==> src/rtl/serial_adder_ctrl_pkg.sv <==
// Shared definitions for the bit-serial adder controller: state encoding and default operand width.
package serial_adder_ctrl_pkg;

  localparam int DEFAULT_WIDTH = 8;

  localparam logic [1:0] IDLE = 2'd0;
  localparam logic [1:0] RUN  = 2'd1;
  localparam logic [1:0] DONE = 2'd2;

  typedef enum logic [1:0] {
    ST_IDLE = IDLE,
    ST_RUN  = RUN,
    ST_DONE = DONE
  } state_e;

endpackage

==> src/rtl/FullAdder.sv <==
// Single-bit full-adder cell; the only arithmetic in the serial datapath.
module FullAdder (
  input  logic A,
  input  logic B,
  input  logic C_in,
  output logic S,
  output logic C_out
);

  assign S     = A ^ B ^ C_in;
  assign C_out = (A & B) | (C_in & (A ^ B));

endmodule

==> src/rtl/serial_adder_ctrl.sv <==
// Bit-serial adder controller: adds A + B + C_in LSB first, one bit per clk, through one FullAdder cell.
// state | meaning
// IDLE  | waiting for start
// RUN   | one operand bit per cycle, WIDTH cycles
// DONE  | result just written to S/C_out, done high; start here chains the next add
module serial_adder_ctrl
  import serial_adder_ctrl_pkg::*;
#(
  parameter int WIDTH = DEFAULT_WIDTH
) (
  input  logic             clk,
  input  logic             rst_n,
  input  logic             start,
  input  logic [WIDTH-1:0] A,
  input  logic [WIDTH-1:0] B,
  input  logic             C_in,
  output logic             busy,
  output logic             done,
  output logic [WIDTH-1:0] S,
  output logic             C_out
);

  localparam int CW = $clog2(WIDTH + 1);
  localparam logic [CW-1:0] LAST = CW'(WIDTH - 1);

  state_e           state_q, state_d;
  logic [WIDTH-1:0] a_q, b_q, sum_q, s_q;
  logic [WIDTH-1:0] sum_shift;
  logic             carry_q, cout_q;
  logic [CW-1:0]    cnt_q;
  logic             fa_s, fa_c;
  logic             last_bit;

  FullAdder u_fa (
    .A     (a_q[0]),
    .B     (b_q[0]),
    .C_in  (carry_q),
    .S     (fa_s),
    .C_out (fa_c)
  );

  assign last_bit = (cnt_q == LAST);

  // Written as shift-then-patch so WIDTH=1 needs no zero-width slice.
  always_comb begin
    sum_shift            = sum_q >> 1;
    sum_shift[WIDTH-1]   = fa_s;
  end

  always_comb begin
    state_d = state_q;
    case (state_q)
      ST_IDLE: if (start) state_d = ST_RUN;
      ST_RUN:  if (last_bit) state_d = ST_DONE;
      ST_DONE: state_d = start ? ST_RUN : ST_IDLE;
      default: state_d = ST_IDLE;
    endcase
  end

  always_ff @(posedge clk or negedge rst_n) begin
    if (!rst_n) begin
      state_q <= ST_IDLE;
      a_q     <= '0;
      b_q     <= '0;
      sum_q   <= '0;
      s_q     <= '0;
      carry_q <= 1'b0;
      cout_q  <= 1'b0;
      cnt_q   <= '0;
    end else begin
      state_q <= state_d;
      case (state_q)
        ST_IDLE, ST_DONE: begin
          if (start) begin
            a_q     <= A;
            b_q     <= B;
            carry_q <= C_in;
            cnt_q   <= '0;
          end
        end
        ST_RUN: begin
          sum_q   <= sum_shift;
          carry_q <= fa_c;
          a_q     <= a_q >> 1;
          b_q     <= b_q >> 1;
          cnt_q   <= cnt_q + CW'(1);
          if (last_bit) begin
            s_q    <= sum_shift;
            cout_q <= fa_c;
          end
        end
        default: ;
      endcase
    end
  end

  assign busy  = (state_q == ST_RUN);
  assign done  = (state_q == ST_DONE);
  assign S     = s_q;
  assign C_out = cout_q;

endmodule
==> config.mk <==
export PLATFORM = sky130hd
export DESIGN_NAME = serial_adder_ctrl
export DESIGN_NICKNAME = d
export VERILOG_FILES = /design/src/rtl/serial_adder_ctrl_pkg.sv /design/src/rtl/FullAdder.sv /design/src/rtl/serial_adder_ctrl.sv
export SDC_FILE = /design/constraint.sdc
export NUM_CORES = 1
export LEC_CHECK = 0
export ABC_CLOCK_PERIOD_IN_PS = 1500
export BUFFER_PORTS_ARGS = -buffer_cell sky130_fd_sc_hd__buf_2
export CAP_MARGIN = 20
export CORE_UTILIZATION = 38
export DETAILED_ROUTE_END_ITERATION = 10
export SYNTH_ARGS = -nofsm -noshare
export SYNTH_HDL_FRONTEND = slang
export SYNTH_SLANG_ARGS = --single-unit
==> constraint.sdc <==
create_clock -name clk -period 1.5 [get_ports clk]
set_input_delay 0.375 -clock clk [delete_from_list [all_inputs] [get_ports clk]]
set_output_delay 0.375 -clock clk [all_outputs]
set_load 0.01 [all_outputs]
==> reports/qor.csv <==
stage,metric,value,unit
detailed_routing,vias per cell,5.13,
worst_setup_path,CP startpoint kind,flop,
cells_and_area,layout cell share with drive strength beyond 1,0.455,
worst_setup_path,Critical R2R Capture,S[0],
sta,max-slew violation count,0,
synthesis,Mapped Area,1630,um2
cells_and_area,post-route insts no fill,204,
placement,IO buf count,30,
sta,Max-slew headroom,0.675,
clock_tree,CTS root buffer,clkbuf_8,
synthesis,post-synthesis sequential area ratio,0.600,
synthesis,Synth area leader,dfrtp_1,
worst_setup_path,slowest library cell on the worst path,dfrtp_1,
sta,fin crit share,1.02,
power_and_ir_drop,Power Density,2260,nW/um2
run_status,failing checks,negative setup slack,
detailed_routing,post-route ant nets,0,
worst_setup_path,WP data arrival,1.16,ns
worst_setup_path,FF-to-FF setup slack,-0.03,ns
detailed_routing,initial DRC count,20,
synthesis,synth unique cells,18,
detailed_routing,DRT Wirelength,3070,um
detailed_routing,Remaining DRCs,0,
floorplanning,num rows,23,
global_routing,first-pass GRT wire length,4980,um
sta,fin worst setup slack,-0.0316,ns
floorplanning,initial core utilization,0.401,
synthesis,top cell type's share of synthesized area,0.600,
worst_setup_path,"Req. time, crit path",1.12,ns
sta,worst slew pin tran,0.488,ns
global_routing,largest net degree at the start of global routing,40,
power_and_ir_drop,total power,4.61,mW
detailed_routing,First-pass DRT Iterations,4,
floorplanning,Chip Height,67.5,um
sta,RSZ-0062 raised after global routing,yes,
placement,DPL Wire Length,1950,um
cells_and_area,"commonest non-fill, non-tap cells in the layout","39 x dfrtp_1, 29 x buf_2, 19 x a22o_1",
worst_setup_path,crit-path max cell delay,0.37,ns
clock_tree,H-tree levels,2,
run_status,outcome,"complete, but fails checks",
worst_setup_path,CP Cell Sequence,and2b_4 > buf_8 > buf_6,
clock_tree,# hold bufs at CTS,0,
floorplanning,Die X,67.5,um
cells_and_area,final core occ,0.502,
worst_setup_path,Worst R2R Start,state_q[1],
run,max-cap viol count,0,
synthesis,syn_area_per_cell,14.4,um2
synthesis,Synth warnings,0,
clock_tree,clk sink count,39,
worst_setup_path,CP max FO,5,
global_routing,initial antenna violation count,0,
floorplanning,die area,4550,um2
cells_and_area,Layout Nets,175,
worst_setup_path,Crit Path Category,flop to primary output,
global_routing,vias in the first global route,1049,
sta,# setup viols final,6,
placement,GP Congestion,0.759,
detailed_routing,DR vias,1046,
cells_and_area,"commonest non-fill, non-tap cell in the layout",dfrtp_1,
clock_tree,CTS tree,done,
detailed_routing,wire length per cell,15.1,um
sta,Max Clock Freq,653,MHz
worst_setup_path,R2R cell count,4,
power_and_ir_drop,Pleak,1.07,nW
cells_and_area,Layout area overhead,25.1,%
floorplanning,I/O pin count,31,
sta,Final Hold Viols,0,
synthesis,cell count after synthesis,113,
synthesis,net count after synthesis,135,
floorplanning,area of the core,4060,um2
clock_tree,later-pin clock latency in the skew report,0.29,ns
synthesis,Synth area leaders,"dfrtp_1 60%, mux2_2 12%, a22o_1 10%",
power_and_ir_drop,worst IR drop on VDD,1.03,mV
cells_and_area,Ant. Diodes,0,
worst_hold_path,Hold Path Class,input port to async pin,
clock_tree,CTS buffer count,5,
sta,Layout Skew,0.00639,ns
global_routing,GR Overflow Total,0,
placement,# placed instances,191,
sta,min Tclk post-route,1.53,ns
global_routing,gr usage total,0.153,
synthesis,Synth Register Bits,39,
worst_setup_path,crit end category,primary output,
clock_tree,clock slew at reported path FFs,0.07,ns
clock_tree,CTS max path bufs,2,
## registers in the layout, indices dropped and copies added (netlist names)
signal and flops:
sum_q 7, b_q 8, carry_q 1, C_out 1
a_q 8, state_q 2, S 8, cnt_q 4
## kinds of logic after synthesis
group	synth area share
flops	0.600
compound gates	0.174
mux	0.130
simple gates	0.0438
buf+inv	0.0323
fa+ha+maj	0.0200
## power by group
| part | internal, mW | total [mW] | switching (mW) |
|---|---|---|---|
| Clock | 0.538 | 0.902 | 0.364 |
| Combinational | 1.08 | 1.87 | 0.785 |
| Sequential | 1.54 | 1.84 | 0.295 |
## how the worst max path moves through the flow
stage                    start       end  slack [ns]  cells after the start
finish              state_q[1]      busy       -0.03                      3
global route        state_q[1]      S[1]       -0.07                      4
CTS                 state_q[1]      busy       -0.02                      3
detailed placement    cnt_q[0]      S[3]       -0.03                      5
global placement         start  cnt_q[0]       0.005                      4
floorplan             cnt_q[0]     C_out        0.12                      5
## cell type report
class / instances / area, um2
fillers: 371 / 2020
multi-input cells: 67 / 634
repair buffers: 40 / 246
well taps: 50 / 62.6
clock inverters: 2 / 35.0
clock buffers: 6 / 82.6
flip-flops and latches: 39 / 976
## synthesized netlist by cell type (all sizes together)
| master | count |
|---|---|
| a21o | 15 |
| a22o | 19 |
| and2b | 1 |
| buf | 7 |
| dfrtp | 39 |
| fa | 1 |
| ha | 1 |
| mux2 | 17 |
| mux2i | 2 |
| nand2 | 3 |
| nand2b | 1 |
| nand4 | 1 |
| nor2 | 1 |
| nor2b | 3 |
| nor3b | 1 |
| o21ai | 1 |
## metal layers
metal | global-route usage | wire [um] | vias to the layer above
li1 | - | - | 492
met1 | 0.204 | 1520 | 531
met2 | 0.226 | 1410 | 18
met3 | 0.0557 | 112 | 5
met4 | 0.0559 | 34 | 0
met5 | 0 | 0 | -
## through the flow
step / instance area [um2] / setup TNS [ns] / worst slack [ns] / hold slack (ns)
6_report: 2040 / -0.126 / -0.0316 / 0.129
5_1_grt: 2040 / -0.540 / -0.0704 / 0.168
4_1_cts: 1990 / -0.0497 / -0.0213 / 0.143
3_5_place_dp: 1830 / -0.245 / -0.0311 / 0.462
3_3_place_gp: 1830 / 0 / 0.00531 / 0.448
2_1_floorplan: 1630 / 0 / 0.117 / 0.0794
## repair_timing
action | 4_1_cts | 5_1_grt
hold endpoints to repair | 0 | 0
cloned | 0 | 1
endpoints found under the setup margin | 11 | 33
setup buffers | 3 | 2
pin swaps | 1 | 1
resized for setup | 6 | 10
## worst max-delay path: cells and delay by family, from the launching register on
kind | cells | cell delay [ns]
buf+inv | 2 | 0.20
flops | 1 | 0.37
simple gates | 1 | 0.30
No activity file was read; power rests on OpenSTA's default activity.
